### src/rtl/bcd_score_keeper.sv
// Whack-a-mole score engine: edge-detected hit/miss strobes drive a packed two-digit
// BCD score, a four-state round FSM, and a session high score.
module bcd_score_keeper #(
    parameter logic [3:0] HIT_POINTS   = 4'd1,
    parameter logic [3:0] MISS_PENALTY = 4'd1,
    parameter logic [7:0] WIN_SCORE    = 8'h30
) (
    input  logic       clk,
    input  logic       rst,
    input  logic       start,
    input  logic       hit,
    input  logic       miss,
    input  logic       time_up,
    output logic [7:0] score,
    output logic [7:0] high_score,
    output logic [1:0] state,
    output logic       new_high
);

    typedef enum logic [1:0] {
        ST_IDLE = 2'b00,
        ST_PLAY = 2'b01,
        ST_WIN  = 2'b10,
        ST_OVER = 2'b11
    } state_t;

    localparam int NUM_BTN = 2;
    localparam int BTN_HIT  = 0;
    localparam int BTN_MISS = 1;

    state_t      state_reg, state_next;
    logic [7:0]  score_reg, score_next;
    logic [7:0]  high_reg, high_next;
    logic        new_high_reg, new_high_next;
    logic        first_reg, first_next;

    logic [NUM_BTN-1:0] btn_lvl;
    logic [NUM_BTN-1:0] btn_q_reg;
    logic [NUM_BTN-1:0] btn_evt;

    logic        hit_evt;
    logic        miss_evt;
    logic [7:0]  add_score;
    logic [7:0]  sub_score;
    logic [7:0]  evt_score;

    assign btn_lvl = {miss, hit};

    // Edge registers preset to 1 on reset so a button held through reset stays silent.
    generate
        for (genvar gi = 0; gi < NUM_BTN; gi++) begin : g_edge
            always_ff @(posedge clk) begin
                if (rst) begin
                    btn_q_reg[gi] <= 1'b1;
                end else begin
                    btn_q_reg[gi] <= btn_lvl[gi];
                end
            end
            assign btn_evt[gi] = btn_lvl[gi] & ~btn_q_reg[gi];
        end
    endgenerate

    assign hit_evt  = btn_evt[BTN_HIT];
    assign miss_evt = btn_evt[BTN_MISS];

    // BCD add with single carry into tens; tens overflow saturates at 99.
    function automatic logic [7:0] bcd_add(input logic [7:0] s);
        logic [4:0] ones_sum;
        logic [3:0] ones;
        logic [3:0] tens;
        ones_sum = {1'b0, s[3:0]} + {1'b0, HIT_POINTS};
        tens     = s[7:4];
        if (ones_sum > 5'd9) begin
            ones = 4'(ones_sum - 5'd10);
            if (tens >= 4'd9) begin
                return 8'h99;
            end
            tens = tens + 4'd1;
        end else begin
            ones = ones_sum[3:0];
        end
        return {tens, ones};
    endfunction

    // BCD subtract with borrow; anything below the penalty floors at 00.
    function automatic logic [7:0] bcd_sub(input logic [7:0] s);
        logic [4:0] ones_diff;
        logic [3:0] tens;
        tens = s[7:4];
        if (tens == 4'd0 && s[3:0] < MISS_PENALTY) begin
            return 8'h00;
        end
        if (s[3:0] >= MISS_PENALTY) begin
            ones_diff = {1'b0, s[3:0]} - {1'b0, MISS_PENALTY};
        end else begin
            ones_diff = {1'b0, s[3:0]} + 5'd10 - {1'b0, MISS_PENALTY};
            tens      = tens - 4'd1;
        end
        return {tens, ones_diff[3:0]};
    endfunction

    assign add_score = bcd_add(score_reg);
    assign sub_score = bcd_sub(score_reg);

    // A simultaneous hit and miss counts as the hit alone.
    always_comb begin
        evt_score = score_reg;
        if (hit_evt) begin
            evt_score = add_score;
        end else if (miss_evt) begin
            evt_score = sub_score;
        end
    end

    always_ff @(posedge clk) begin
        if (rst) begin
            state_reg    <= ST_IDLE;
            score_reg    <= 8'h00;
            high_reg     <= 8'h00;
            new_high_reg <= 1'b0;
            first_reg    <= 1'b0;
        end else begin
            state_reg    <= state_next;
            score_reg    <= score_next;
            high_reg     <= high_next;
            new_high_reg <= new_high_next;
            first_reg    <= first_next;
        end
    end

    always_comb begin
        state_next    = state_reg;
        score_next    = score_reg;
        high_next     = high_reg;
        new_high_next = new_high_reg;
        first_next    = 1'b0;

        case (state_reg)
            ST_IDLE: begin
                if (start) begin
                    state_next    = ST_PLAY;
                    score_next    = 8'h00;
                    new_high_next = 1'b0;
                end
            end

            ST_PLAY: begin
                if (time_up) begin
                    state_next = ST_OVER;
                    first_next = 1'b1;
                end else if (hit_evt || miss_evt) begin
                    score_next = evt_score;
                    // Packed BCD orders the same as decimal, so a plain compare works.
                    if (evt_score >= WIN_SCORE) begin
                        state_next = ST_WIN;
                        first_next = 1'b1;
                    end
                end
            end

            ST_WIN, ST_OVER: begin
                if (first_reg && (score_reg > high_reg)) begin
                    high_next     = score_reg;
                    new_high_next = 1'b1;
                end
                if (start) begin
                    state_next    = ST_PLAY;
                    score_next    = 8'h00;
                    new_high_next = 1'b0;
                end
            end

            default: begin
                state_next = ST_IDLE;
            end
        endcase
    end

    assign score      = score_reg;
    assign high_score = high_reg;
    assign state      = state_reg;
    assign new_high   = new_high_reg;

endmodule

### config.mk
export PLATFORM = sky130hd
export DESIGN_NAME = bcd_score_keeper
export DESIGN_NICKNAME = d
export VERILOG_FILES = /design/src/rtl/bcd_score_keeper.sv
export SDC_FILE = /design/constraint.sdc
export NUM_CORES = 1
export LEC_CHECK = 0
export CORE_MARGIN = 2
export CORE_UTILIZATION = 35
export DETAILED_ROUTE_END_ITERATION = 8
export HOLD_SLACK_MARGIN = 0.05
export PLACE_DENSITY = 0.61
export SETUP_SLACK_MARGIN = 0.3
export SYNTH_ARGS = -nofsm -noshare
export SYNTH_HDL_FRONTEND = slang
export SYNTH_SLANG_ARGS = --single-unit
### constraint.sdc
create_clock -name clk -period 5.75 [get_ports clk]
set_clock_uncertainty 0.1 [all_clocks]
set_input_delay 1.15 -clock clk [delete_from_list [all_inputs] [get_ports clk]]
set_output_delay 1.15 -clock clk [all_outputs]
set_load 0.1 [all_outputs]
==> impl_results.md, run 1 <==
* Hold EP: new_high
* Standard-cell rows at 25
* Critical path required time at 4.50 ns
* Fin crit period at 3.50 ns
* RSZ-0062 raised after global routing: no
* WP buf/inv at 1
* Ys flop type: dfxtp_1
* Setup_tns at 0 ns
* Die Ht at 74.0 microns
* CTS Root Cell: clkbuf_8
* Clock-pin slew on the worst setup and hold paths at 0.09 ns
* Initial core utilization at 36.3%
* Vias in the first global route at 1,435
* Final setup viols at 0
* Synthesized flop and latch total at 22
* RePlAce Congestion at 0.943
* Max-slew headroom at 34.9%
* Total grt overflow at 0
* Arr. time, crit path at 2.25 ns
* Hold depth at 2
* Slowest cell on the critical path: clkdlybuf4s50_1
* Hold_sp: new_high
* Post-route ant nets at 0
* P&R area growth vs syn at 19.3%
* Number of synthesized flops with an enable pin at 0
* Crit Path Max Fanout at 15
* P per Cell Area at 166 nW/um^2
* Element type at the critical path end: primary output
* Drt drc at 0
* Synth async-reset ratio at 0%
* Syn avg cell area at 8.16 sq um
* Slew Limit Fails at 0
* Largest net degree at the start of global routing at 24
* Distinct cells, synth at 58
* Share of cells above drive strength 1 at 7.02%
* Min-Delay Path Class: flop to flop
* Inserted Clock Buffers at 3
* Worst R2R Start: score[0]
* Run status: complete, no violations
* DR vias/cell at 5.34
* Final hold vios at 0
* Cts hold-fix bufs at 0
* DIE AREA at 5470 sq um
* Clock net sink count at 22
* Port Buf Inserts at 24
* Yosys warning count at 0
* H-tree depth at 1
* CP peak stage delay at 1.25 ns
* Leak at 0.826 nW
* Worst Tran Pin Value at 0.974 ns
* Worst setup path class: flop to primary output
* Gr usage total at 16.2%
* CP delay by family, top: buffers and inverters
* Sequential area share after synthesis at 25.7%
* Post-Syn Area at 1710 sq um
* # nets final at 252
* Hpwl dp at 3110 microns
* Global-route wire length before repair at 6900 microns
* CTS tree: built
* # diodes at 0
* First-pass iteration count of the detailed router at 4
* # IOs at 25
* End of the worst register-to-register path: state[0]
* Synth Instances at 210
* Number of antenna violations at the first check in global routing at 0
* Core Region at 4720 sq um
* Post-CTS setup buffer count at 0
* R2r setup slk at 2.77 ns
* Clk buf depth at 2
* Routed vias at 1,575
* Routed WL at 4160 microns
* Power Total at 0.339 mW
* WL/cell at 14.1 microns
* Final worst path period share at 60.8%
* Max VDD drop at 0.000134 V
* DIE WIDTH at 74.0 microns
* Max Cap Viol at 0
* Syn Nets at 233
* Number of DRC markers in iteration 0 at 95
* Reg2Reg Depth at 10
* Max frequency at 0.286 GHz
* Crit path launch type: flop
* Resized cells post-CTS at 0
* CP cell instances: clkdlybuf4s50_1
* Clock latency on the worst-skew pair at 0.27 ns
how the worst max path moves through the flow:
stage                     startpoint       end  cells past startpoint
final                       score[2]  score[2]                      1
after global routing        score[2]  score[2]                      1
after CTS                   score[2]  score[2]                      1
after detailed placement         hit  score[3]                      7
after global placement          miss  state[1]                      8
after floorplan             score[1]  state[0]                     10
metal layers:
layer  part of all wire [%]  global-route usage [%]
met1                     47                    22.5
met2                     46                    25.4
met3                    4.5                    3.39
met4                    2.2                    4.44
met5                      0                       0
synth_stat cells (4+ instances only):
cell | count | area (sq um)
o21ai_0 | 8 | 40.0
nand2b_1 | 4 | 25.0
a21oi_1 | 9 | 45.0
inv_1 | 19 | 71.3
ha_1 | 17 | 213
mux2i_1 | 9 | 90.1
a22oi_1 | 4 | 30.0
nand3_1 | 6 | 30.0
buf_2 | 4 | 20.0
nand2_1 | 12 | 45.0
dfxtp_1 | 22 | 440
nor2_1 | 25 | 93.8
nor3_1 | 4 | 20.0
area by class of cell:
type | count | area [sq um]
Inverter | 19 | 71.3
Clock inverter | 1 | 30.0
Sequential cell | 22 | 440
Multi-Input combinational cell | 159 | 1140
Tap cell | 67 | 83.8
Timing Repair Buffer | 24 | 240
Clock buffer | 3 | 41.3
Fill cell | 462 | 2680
cell families (layout without fill, tap and decap cells):
group	count (synthesis)	after routing	synth area share [%]
flops	22	22	25.7
fa+ha+maj	17	17	12.4
mux	9	9	5.26
simple gates	77	77	25.1
buf+inv	29	47	7.96
xor+xnor	3	3	1.53
compound gates	53	53	22.1
report_power, final:
part	switching, mW	internal (mW)	total (mW)
clock network	0.0573	0.0932	0.150
registers	0.00153	0.154	0.156
logic	0.0217	0.0110	0.0327
total	0.0805	0.258	0.339
placed cells by master (no fill, tap or decap), types with 2 or more instances in the layout:
cell type         n
nor2_1           25
clkdlybuf4s50_1  24
dfxtp_1          22
inv_1            19
ha_1             17
nand2_1          12
a21oi_1           9
mux2i_1           9
o21ai_0           8
nand3_1           6
nand2b_1          4
nor3_1            4
a22oi_1           4
nand4_1           3
o211ai_1          3
clkbuf_8          3
xor2_1            2
or3b_4            2
nor2b_1           2
o21ai_1           2
o31a_1            2
and3_1            2
a211oi_1          2
a32oi_1           2
o311a_1           2
a311oi_1          2
nand3b_1          2
a31oi_1           2
nor4_1            2
or2_2             2
stage by stage:
stage / cell area, sq um / util [%] / setup slack, ns / hold slack [ns] / instances
final: 2040 / 43.3 / 2.25 / 0.374 / 295
after global routing: 2040 / 43.3 / 2.15 / 0.418 / 295
after CTS: 2040 / 43.3 / 2.25 / 0.381 / 295
after detailed placement: 1970 / 41.7 / 2.31 / 0.368 / 291
after global placement: 1970 / 41.7 / 2.32 / 0.366 / 291
after floorplan: 1710 / - / 2.51 / 0.582 / 210
Note: power is estimated with default switching activity, not from simulation.
==> run 2, diff against run 1 <==
clock period = 3.4 ns   (was 5.75 ns; I/O delays follow)
==> impl_results.md, run 2 (same netlist as run 1, synthesis figures left out) <==
* Run status: complete, no violations (unchanged)
* WL/cell at 14.0 microns (was 14.1 microns)
* Post-CTS setup buffer count at 0 (unchanged)
* Core Region at 4720 sq um (unchanged)
* Fill cells at 474 (was 462)
* Worst Tran Pin Value at 0.849 ns (was 0.974 ns)
* Global-route wire length before repair at 7040 microns (was 6900 microns)
* Final setup viols at 0 (unchanged)
* Crit path launch type: flop (unchanged)
* Worst setup path class: flop to flop (was flop to primary output)
* Arr. time, crit path at 2.90 ns (was 2.25 ns)
* Clk buf depth at 2 (unchanged)
* DIE WIDTH at 74.0 microns (unchanged)
* Hold EP: new_high (unchanged)
* Vias in the first global route at 1,478 (was 1,435)
* Share of cells above drive strength 1 at 17.7% (was 7.02%)
* Routed vias at 1,585 (was 1,575)
* Largest net degree at the start of global routing at 24 (unchanged)
* Setup_tns at 0 ns (unchanged)
* Post-Route Hold Slack at 0.379 ns (was 0.374 ns)
* Final hold vios at 0 (unchanged)
* Die Ht at 74.0 microns (unchanged)
* Final non-filler cell total at 299 (was 295)
* Placed Area at 1960 sq um (was 1970 sq um)
* Clock-pin slew on the worst setup and hold paths at 0.09 ns (about the same)
* Port Buf Inserts at 24 (unchanged)
* Fin crit period at 2.83 ns
* RSZ-0062 raised after global routing: no (unchanged)
* Standard-cell rows at 25 (unchanged)
* # nets final at 256 (was 252)
* Dpl cells at 295 (was 291)
* Critical path required time at 3.47 ns (was 4.50 ns)
* First-pass iteration count of the detailed router at 4 (unchanged)
* Cts hold-fix bufs at 0 (unchanged)
* Crit Path Max Fanout at 13 (was 15)
* Total grt overflow at 0 (unchanged)
* Power Total at 0.577 mW (was 0.339 mW)
* Min-Delay Path Class: flop to flop (unchanged)
* RePlAce Congestion at 0.874 (was 0.943)
* P&R area growth vs syn at 18.4% (was 19.3%)
* Worst R2R Start: score[0] (unchanged)
* P per Cell Area at 284 nW/um^2 (was 166 nW/um^2)
* CTS Root Cell: clkbuf_8 (unchanged)
* Resized cells post-CTS at 0 (unchanged)
* Hpwl dp at 3100 microns (was 3110 microns)
* Commonest non-fill, non-tap cell in the layout: nor2_1 (unchanged)
* Gr usage total at 16.5% (was 16.2%)
* Initial core utilization at 36.3% (unchanged)
* Clock latency on the worst-skew pair at 0.27 ns (about the same)
* Reg2Reg Depth at 10 (unchanged)
* Final worst path period share at 83.2%
* Drt drc at 0 (unchanged)
* Hold_sp: new_high (unchanged)
* Leak at 0.884 nW (was 0.826 nW)
* Area taken by multi-input logic gates at 1140 sq um (unchanged)
* Slew Limit Fails at 0 (unchanged)
* Clock net sink count at 22 (unchanged)
* # IOs at 25 (unchanged)
* Max VDD drop at 0.000167 V (was 0.000134 V)
* Post-route ant nets at 0 (unchanged)
* Number of DRC markers in iteration 0 at 90 (was 95)
* End of the worst register-to-register path: state[0] (unchanged)
* Routed WL at 4180 microns (was 4160 microns)
* DIE AREA at 5470 sq um (unchanged)
* Max Cap Viol at 0 (unchanged)
* Storage element area at 443 sq um (was 440 sq um)
* R2r setup slk at 0.57 ns (was 2.77 ns)
* Element type at the critical path end: flop (was primary output)
* Max-slew headroom at 43.2% (was 34.9%)
* Cell area after layout at 2030 sq um (was 2040 sq um)
* H-tree depth at 1 (unchanged)
* DR vias/cell at 5.30 (was 5.34)
* Number of antenna violations at the first check in global routing at 0 (unchanged)
* Max frequency at 0.353 GHz
* Most frequent cells in the layout: 25 x nor2_1, 23 x buf_4, 20 x dfxtp_1 (was 25 x nor2_1, 24 x clkdlybuf4s50_1, 22 x dfxtp_1)
* CTS tree: built (unchanged)
* Hold depth at 2 (unchanged)
* # diodes at 0 (unchanged)
* Inserted Clock Buffers at 3 (unchanged)
## run 2: cell types whose count changed in the layout (fill, tap and decap cells not counted)
cell             delta
clkdlybuf4s50_1    -19
dfxtp_2             +2
dfxtp_1             -2
buf_4              +23
## run 2: worst max-delay path by stage
stage / from / to
4_1_cts: score[0] / state[0]
3_5_place_dp: miss / state[1]
3_3_place_gp: miss / state[1]
6_report: score[0] / state[0]
2_1_floorplan: score[5] / state[1]
5_1_grt: score[0] / state[0]
## run 2: power breakdown
group / switching, mW / internal [mW] / total [mW]
registers: 0.00262 / 0.261 / 0.263
clock network: 0.0987 / 0.158 / 0.256
logic: 0.0370 / 0.0201 / 0.0571
## run 2: layout make-up
cell class / instances / share of cell area, %
inverter: 19 / 3.52
multi-input combinational: 159 / 56.0
timing repair buffer: 28 / 11.0
clock buffer: 3 / 2.04
sequential: 22 / 21.8
clock inverter: 1 / 1.48
tap: 67 / 4.13
## run 2: layer usage
layer  GRT usage [%]  wire length (microns)  vias up
li1                -                      -      811
met4            4.65                     91        0
met1            22.3                   1880      717
met3            2.98                    198       10
met5               0                      0        -
met2            26.9                   2000       47
## run 2: worst max-delay path: stages, from the launching register on
cell and delay [ns]:
dfxtp_2 0.50, ha_1 0.32, xor2_1 0.25, inv_1 0.08, ha_1 0.23, o31ai_1 0.11
nand2_1 0.15, a32o_1 0.27, a311oi_1 0.36, a211oi_2 0.16, o21a_1 0.19
## run 2: stage by stage
stage | util, % | setup slack, ns
4_1_cts | 42.9 | 0.590
5_1_grt | 42.9 | 0.336
2_1_floorplan | - | 0.414
3_5_place_dp | 41.4 | 0.508
3_3_place_gp | 41.4 | 0.596
6_report | 42.9 | 0.570
